$ cat src/rtl/lcd_text_ctrl.sv
// lcd_text_ctrl: character LCD (HD44780-style, 8-bit bus) text controller.
// Keeps a ROWS*COLS text buffer, runs the power-up init sequence, repaints
// the panel whenever the buffer changes and can scroll the display
// continuously. Every bus byte spans three ticks: setup, strobe, hold.
module lcd_text_ctrl #(
  parameter int COLS        = 16,
  parameter int ROWS        = 2,
  parameter int CLK_DIV     = 5,
  parameter int POWER_TICKS = 70,
  parameter int LONG_TICKS  = 200,
  parameter int SHIFT_TICKS = 50
) (
  input  logic       CLK,
  input  logic       RESET,
  input  logic       WR_EN,
  input  logic [5:0] WR_ADDR,
  input  logic [7:0] WR_DATA,
  input  logic       SHIFT_EN,
  input  logic       SHIFT_DIR,
  output logic       BUSY,
  output logic       INIT_DONE,
  output logic       LCD_E,
  output logic       LCD_RS,
  output logic       LCD_RW,
  output logic [7:0] LCD_DATA
);

  localparam int DEPTH = ROWS * COLS;
  localparam int AW    = (DEPTH > 1) ? $clog2(DEPTH) : 1;
  localparam int NSLOT = 1 << AW;

  typedef enum logic [3:0] {
    S_PWR_WAIT,
    S_FUNC,
    S_DISP,
    S_ENTRY,
    S_CLEAR,
    S_HOME,
    S_LONG_WAIT,
    S_ROW_CMD,
    S_ROW_DATA,
    S_SHIFT,
    S_IDLE
  } state_t;

  // States that put one byte on the bus (three ticks each).
  function automatic logic is_byte_state(input state_t s);
    case (s)
      S_FUNC, S_DISP, S_ENTRY, S_CLEAR, S_HOME,
      S_ROW_CMD, S_ROW_DATA, S_SHIFT: return 1'b1;
      default:                        return 1'b0;
    endcase
  endfunction

  // Registered state
  state_t          state_r;
  logic [1:0]      phase_r;
  logic [15:0]     tick_cnt_r;
  logic [15:0]     wait_r;
  logic [15:0]     shift_cnt_r;
  logic            row_r;
  logic [5:0]      col_r;
  logic [AW-1:0]   idx_r;
  logic            dirty_r;
  logic            init_done_r;
  logic            busy_r;
  logic            lcd_e_r;
  logic            lcd_rs_r;
  logic [7:0]      lcd_data_r;
  logic [7:0]      text_r [0:NSLOT-1];

  // Next-state / decoded signals
  state_t          state_n;
  logic [1:0]      phase_n;
  logic [15:0]     wait_n;
  logic [15:0]     shift_cnt_n;
  logic            row_n;
  logic [5:0]      col_n;
  logic [AW-1:0]   idx_n;
  logic            dirty_clr_s;
  logic            done_set_s;
  logic            tick_s;
  logic            last_phase_s;
  logic            wr_ok_s;
  logic [AW-1:0]   wr_idx_s;
  logic [7:0]      out_byte_s;
  logic            out_rs_s;

  assign tick_s       = (tick_cnt_r == 16'(CLK_DIV - 1));
  assign last_phase_s = (phase_r == 2'd2);
  assign wr_ok_s      = WR_EN && (int'(WR_ADDR) < DEPTH);
  assign wr_idx_s     = AW'(WR_ADDR);

  assign BUSY      = busy_r;
  assign INIT_DONE = init_done_r;
  assign LCD_E     = lcd_e_r;
  assign LCD_RS    = lcd_rs_r;
  assign LCD_RW    = 1'b0;
  assign LCD_DATA  = lcd_data_r;

  // Free-running tick divider, restarted by reset.
  always_ff @(posedge CLK) begin
    if (RESET) begin
      tick_cnt_r <= 16'd0;
    end else if (tick_s) begin
      tick_cnt_r <= 16'd0;
    end else begin
      tick_cnt_r <= tick_cnt_r + 16'd1;
    end
  end

  // Text buffer: writes land immediately in any state; reset paints spaces.
  always_ff @(posedge CLK) begin
    if (RESET) begin
      for (int i = 0; i < NSLOT; i++) begin
        text_r[i] <= 8'h20;
      end
    end else if (wr_ok_s) begin
      text_r[wr_idx_s] <= WR_DATA;
    end
  end

  // Dirty flag: a new write wins over the clear so no change is ever lost.
  always_ff @(posedge CLK) begin
    if (RESET) begin
      dirty_r <= 1'b0;
    end else if (wr_ok_s) begin
      dirty_r <= 1'b1;
    end else if (dirty_clr_s) begin
      dirty_r <= 1'b0;
    end else begin
      dirty_r <= dirty_r;
    end
  end

  // Sequencer state register.
  always_ff @(posedge CLK) begin
    if (RESET) begin
      state_r     <= S_PWR_WAIT;
      phase_r     <= 2'd0;
      wait_r      <= 16'd0;
      shift_cnt_r <= 16'd0;
      row_r       <= 1'b0;
      col_r       <= 6'd0;
      idx_r       <= {AW{1'b0}};
    end else begin
      state_r     <= state_n;
      phase_r     <= phase_n;
      wait_r      <= wait_n;
      shift_cnt_r <= shift_cnt_n;
      row_r       <= row_n;
      col_r       <= col_n;
      idx_r       <= idx_n;
    end
  end

  // Next-state logic; everything moves on tick only.
  always_comb begin
    state_n     = state_r;
    phase_n     = phase_r;
    wait_n      = wait_r;
    shift_cnt_n = shift_cnt_r;
    row_n       = row_r;
    col_n       = col_r;
    idx_n       = idx_r;
    dirty_clr_s = 1'b0;
    done_set_s  = 1'b0;
    if (tick_s) begin
      if (is_byte_state(state_r)) begin
        phase_n = last_phase_s ? 2'd0 : phase_r + 2'd1;
      end else begin
        phase_n = 2'd0;
      end
      case (state_r)
        S_PWR_WAIT: begin
          if (int'(wait_r) + 1 >= POWER_TICKS) begin
            state_n = S_FUNC;
            wait_n  = 16'd0;
          end else begin
            wait_n  = wait_r + 16'd1;
          end
        end
        S_FUNC:  state_n = last_phase_s ? S_DISP  : S_FUNC;
        S_DISP:  state_n = last_phase_s ? S_ENTRY : S_DISP;
        S_ENTRY: state_n = last_phase_s ? S_CLEAR : S_ENTRY;
        S_CLEAR, S_HOME: begin
          if (last_phase_s) begin
            state_n = S_LONG_WAIT;
            wait_n  = 16'd0;
          end else begin
            state_n = state_r;
          end
        end
        S_LONG_WAIT: begin
          if (int'(wait_r) + 1 >= LONG_TICKS) begin
            state_n = S_ROW_CMD;
            wait_n  = 16'd0;
            row_n   = 1'b0;
          end else begin
            wait_n  = wait_r + 16'd1;
          end
        end
        S_ROW_CMD: begin
          if (last_phase_s) begin
            state_n = S_ROW_DATA;
            col_n   = 6'd0;
            idx_n   = row_r ? AW'(COLS) : {AW{1'b0}};
          end else begin
            state_n = S_ROW_CMD;
          end
        end
        S_ROW_DATA: begin
          if (!last_phase_s) begin
            state_n = S_ROW_DATA;
          end else if (col_r != 6'(COLS - 1)) begin
            col_n = col_r + 6'd1;
            idx_n = idx_r + {{(AW-1){1'b0}}, 1'b1};
          end else if (int'(row_r) == ROWS - 1) begin
            state_n     = S_IDLE;
            shift_cnt_n = 16'd0;
            done_set_s  = 1'b1;
          end else begin
            state_n = S_ROW_CMD;
            row_n   = 1'b1;
          end
        end
        S_SHIFT: begin
          if (last_phase_s) begin
            state_n     = S_IDLE;
            shift_cnt_n = 16'd0;
          end else begin
            state_n = S_SHIFT;
          end
        end
        S_IDLE: begin
          // A pending repaint outranks a shift due on the same tick.
          if (dirty_r) begin
            state_n     = S_HOME;
            dirty_clr_s = 1'b1;
            shift_cnt_n = 16'd0;
          end else if (SHIFT_EN) begin
            if (int'(shift_cnt_r) + 1 >= SHIFT_TICKS) begin
              state_n     = S_SHIFT;
              shift_cnt_n = 16'd0;
            end else begin
              shift_cnt_n = shift_cnt_r + 16'd1;
            end
          end else begin
            shift_cnt_n = 16'd0;
          end
        end
        default: begin
          state_n = S_PWR_WAIT;
          phase_n = 2'd0;
          wait_n  = 16'd0;
        end
      endcase
    end else begin
      state_n = state_r;
    end
  end

  // Byte that the upcoming state places on the bus.
  always_comb begin
    out_byte_s = 8'h00;
    out_rs_s   = 1'b0;
    case (state_n)
      S_FUNC:     out_byte_s = (ROWS == 2) ? 8'h38 : 8'h30;
      S_DISP:     out_byte_s = 8'h0C;
      S_ENTRY:    out_byte_s = 8'h06;
      S_CLEAR:    out_byte_s = 8'h01;
      S_HOME:     out_byte_s = 8'h02;
      S_ROW_CMD:  out_byte_s = row_n ? 8'hC0 : 8'h80;
      S_ROW_DATA: begin
        out_byte_s = text_r[idx_n];
        out_rs_s   = 1'b1;
      end
      S_SHIFT:    out_byte_s = SHIFT_DIR ? 8'h1C : 8'h18;
      default:    out_byte_s = 8'h00;
    endcase
  end

  // Registered bus and status; RS/DATA latch once per byte so later
  // buffer writes or SHIFT_DIR changes cannot disturb a byte in flight.
  always_ff @(posedge CLK) begin
    if (RESET) begin
      lcd_e_r     <= 1'b0;
      lcd_rs_r    <= 1'b0;
      lcd_data_r  <= 8'h00;
      busy_r      <= 1'b1;
      init_done_r <= 1'b0;
    end else begin
      busy_r <= (state_n != S_IDLE);
      if (done_set_s) begin
        init_done_r <= 1'b1;
      end
      if (tick_s) begin
        lcd_e_r <= is_byte_state(state_n) && (phase_n == 2'd1);
        if (is_byte_state(state_n) && (phase_n == 2'd0)) begin
          lcd_rs_r   <= out_rs_s;
          lcd_data_r <= out_byte_s;
        end
      end
    end
  end

endmodule

$ cat config.mk
export PLATFORM = sky130hd
export DESIGN_NAME = lcd_text_ctrl
export DESIGN_NICKNAME = d
export VERILOG_FILES = /design/src/rtl/lcd_text_ctrl.sv
export SDC_FILE = /design/constraint.sdc
export NUM_CORES = 1
export LEC_CHECK = 0
export CAP_MARGIN = 20
export CORE_AREA = 2 2 167 169
export CTS_CLUSTER_DIAMETER = 30
export DETAILED_ROUTE_END_ITERATION = 10
export DIE_AREA = 0 0 169 171
export PLACE_DENSITY_LB_ADDON = 0.08
export SYNTH_ARGS = -nofsm -noshare
export SYNTH_HDL_FRONTEND = slang
export SYNTH_SLANG_ARGS = --single-unit
$ cat constraint.sdc
create_clock -name CLK -period 3.7 [get_ports CLK]
set_clock_uncertainty 0.15 [all_clocks]
set_input_delay 0.555 -clock CLK [delete_from_list [all_inputs] [get_ports CLK]]
set_output_delay 0.555 -clock CLK [all_outputs]
set_load 0.05 [all_outputs]
==> key figures <==
Routing
  – DR WL/cell: between 20 and 25 µm
  – DRC: 0
  – ANT nets after route: 0
  – Via count: around 13,000
  – DR pass1 iterations: 6
  – Final WL: about 46 mm
  – Number of DRC markers in iteration 0: 1,516
  – Via density per instance: 6.20

Floorplanning
  – I/O pin cnt: 32
  – Initial core utilization: about three fifths
  – Core area: 27,300 µm²
  – Die X-Extent: 169 µm
  – Core Rows: 61
  – Die Ht: 171 µm
  – Die area: 28,900 µm²

Timing
  – Fmax: 283 MHz
  – Fin. Hold Viols: 0
  – Period minus WS final: 3530 ps
  – Final setup fails: 0
  – RSZ-0062 raised after global routing: false
  – Max transition margin: between 50% and 60%
  – Worst hold slack: roughly 320 ps
  – Worst Setup Slack, final: 165 ps
  – Sum Neg Setup Slack: 0 ps
  – Period utilization: between 90 and 100%
  – Least-Margin Pin Slew: 705 ps
  – Max Transition Viols Final: 0

Critical path
  – Most used cell, CP: o22ai_1
  – Setup CP Type: register to register
  – Required @ worst endpoint: just under 4000 ps
  – CP delay by family, top: compound AO/OA/AOI/OAI gates
  – Critical-path top delay cell: dfxtp_1
  – Crit path max fanout: 40
  – CP bufs+invs: 2
  – Max stage delay on crit path: 390 ps
  – CP startpoint kind: register
  – CP endpoint kind: register
  – Crit-path cells: and4bb_2, and2_1, a22oi_2, o21ai_4, buf_12, buf_4, mux2i_1, o22ai_1, o22ai_1, o21ai_0, a211oi_1, o21a_1, o41ai_1
  – Crit path DAT: about 3800 ps

Place
  – Port Buffers: 30
  – Placer Congestion: 0.963
  – Hpwl dp: between 30 and 40 mm
  – Pre-CTS setup slack: approximately 130 ps

Yosys
  – Sequential-to-total area share from yosys stat: 55.2%
  – Netlist cell types: 77
  – Post-synth top area cell: edfxtp_1
  – Post-Synthesis Cell Area: 16,800 µm²
  – Synth top area share: 45.7%
  – Dominant cells by area after synthesis: edfxtp_1 (46%), dfxtp_1 (9.5%), and2_1 (9.3%)
  – Post-synth ARST share: 0%
  – Syn Inst Count: 1,655
  – Number of synthesized flops with an enable pin: about 260
  – Syn_nets: 1,682
  – Synth Flop Type: edfxtp_1
  – Synth Warn #: 0
  – #FFs+latches synth: 336
  – Syn_area_per_cell: 10.2 µm²

CTS
  – Clk pin slew, worst setup/hold paths: 50 ps
  – CTS max path bufs: 3
  – Clk sink count: 336
  – CTS root buf: clkbuf_16
  – TritonCTS Buffers: 71
  – H-tree levels: 3
  – Worst skew pair latency: ~570 ps
  – CTS tree: done

GRT
  – Gr ovfl total: 0
  – Initial antenna violation count: 0
  – First-pass GRT wire length: 71.3 mm
  – Largest net degree at the start of global routing: 50
  – Total GRT Usage: 32.3%
  – Vias in the first global route: 12,900

Finish
  – N_diodes: 0
  – Filler cells: approximately 1,900
  – Area delta synth->final: 21.6%
  – Fin nets: between 1,500 and 2,000
  – Share of cells above drive strength 1: 16.1%

Outcome
  – Status: completed

Power and ir drop
  – Pleak: 7.60 nW
  – Overall power: 11.0 mW
  – Peak VDD IR: 473 µV
  – PD cells: 535 nW/µm²

Min path
  – Hold WC Path Type: register to register

Job
  – Max-Cap Viols: 0
==> Yosys cell counts, types with 3 or more instances <==
| master | number |
|---|---|
| edfxtp_1 | 256 |
| and2_1 | 250 |
| nand2_1 | 249 |
| nor2_1 | 119 |
| dfxtp_1 | 80 |
| clkbuf_1 | 65 |
| nand3_1 | 57 |
| a21oi_1 | 52 |
| or3_1 | 46 |
| and3_1 | 41 |
| buf_2 | 36 |
| o21ai_0 | 36 |
| or2_2 | 35 |
| mux2i_1 | 34 |
| a31oi_1 | 26 |
| a311oi_1 | 22 |
| nor3_1 | 18 |
| inv_1 | 17 |
| a211oi_1 | 14 |
| nand2b_1 | 14 |
| nand4_1 | 14 |
| xor2_1 | 13 |
| nor2b_1 | 10 |
| o22ai_1 | 10 |
| ha_1 | 8 |
| nand3b_1 | 8 |
| xnor2_1 | 7 |
| a21o_1 | 6 |
| a22oi_1 | 6 |
| and4_1 | 6 |
| buf_4 | 6 |
| o211ai_1 | 6 |
| o21a_1 | 5 |
| o31ai_1 | 5 |
| o41ai_1 | 5 |
| or3b_2 | 5 |
| a32oi_1 | 4 |
| nor4_1 | 4 |
| a211o_1 | 3 |
| a22o_1 | 3 |
| a41o_1 | 3 |
| buf_1 | 3 |
| mux4_2 | 3 |
| o311a_1 | 3 |
==> timing repair <==
item	4_1_cts	5_1_grt
setup endpoints to repair	0	9
hold buffers	0	0
gates resized for setup	0	16
buffers inserted	0	3
==> power breakdown <==
group	leakage (nW)	total (mW)	switching, mW	internal (mW)
sequential	3.10	4.29	0.0674	4.22
combinational	3.34	0.368	0.255	0.114
clock	1.17	6.30	2.11	4.18
total	7.60	11.0	2.44	8.52
==> cell families (layout without fill, tap and decap cells) <==
family / count (synthesis) / in the layout / share of synthesized area, %
mux: 39 / 39 / 2.56
flops: 336 / 336 / 55.2
fa+ha+maj: 8 / 8 / 0.594
simple gates: 885 / 885 / 27.4
compound gates: 237 / 237 / 9.89
xor+xnor: 20 / 20 / 1.04
buf+inv: 129 / 274 / 3.37
other cells: 1 / 1 / 0.0223
==> cell usage in the layout (no fill, tap or decap), types with 16 or more instances in the layout <==
| cell | count |
|---|---|
| edfxtp_1 | 256 |
| and2_1 | 250 |
| nand2_1 | 249 |
| nor2_1 | 119 |
| buf_4 | 88 |
| dfxtp_1 | 78 |
| clkbuf_16 | 73 |
| nand3_1 | 57 |
| a21oi_1 | 52 |
| or3_1 | 46 |
| and3_1 | 41 |
| o21ai_0 | 36 |
| or2_2 | 35 |
| mux2i_1 | 34 |
| clkdlybuf4s50_1 | 29 |
| a31oi_1 | 25 |
| a311oi_1 | 20 |
| inv_1 | 17 |
| nor3_1 | 16 |
==> worst reg2reg max path: cells and delay by family (launching register included) <==
kind,cells,cell delay (ps)
flops,1,390
simple gates,2,660
compound gates,8,1410
buf+inv,2,460
mux,1,320
==> stage by stage <==
stage / area (µm²) / util [%] / instances
floorplan: 16800 / - / 1655
global placement: 17900 / 65.6 / 2015
detailed placement: 17900 / 65.6 / 2015
CTS: 20400 / 74.5 / 2142
global route: 20500 / 74.9 / 2146
finish: 20500 / 74.9 / 2146
==> final timing paths <==
path,startpoint,to,slack (ps),cells after the start
worst min-delay path,LCD_E$_SDFFE_PP0N_,LCD_E$_SDFFE_PP0N_,320,2
worst max register to register,col_r[3]$_SDFFE_PP0P_,LCD_DATA[2]$_SDFFE_PP0P_,170,13
worst max-delay path,col_r[3]$_SDFFE_PP0P_,LCD_DATA[2]$_SDFFE_PP0P_,170,13
worst min register to register,LCD_E$_SDFFE_PP0N_,LCD_E$_SDFFE_PP0N_,320,2
==> state kept, by name, summed over array words and instances (netlist names), named ones only <==
signal and cells:
BUSY 1, INIT_DONE 1, LCD_DATA 8, LCD_E 1
LCD_RS 1, col_r 6, dirty_r 1, idx_r 5
phase_r 2, row_r 1, shift_cnt_r 16, state_r 4
text_r 256, tick_cnt_r 16, wait_r 16
==> per-layer routing <==
metal	share of wire [%]	track usage [%]
met5	0	0
met2	48	54.4
met3	8.0	5.16
met1	40	42.0
met4	3.6	13.1
==> cell type report <==
class	instances	area (µm²)	area share, %
Clock inverter	46	572	2.79
Timing Repair Buffer	130	1200	5.87
Multi-Input combinational cell	1190	7070	34.5
Sequential cell	336	9290	45.4
Tap cell	346	433	2.11
Inverter	17	63.8	0.312
Clock buffer	81	1850	9.01
Power figures use the tool's default switching activity.
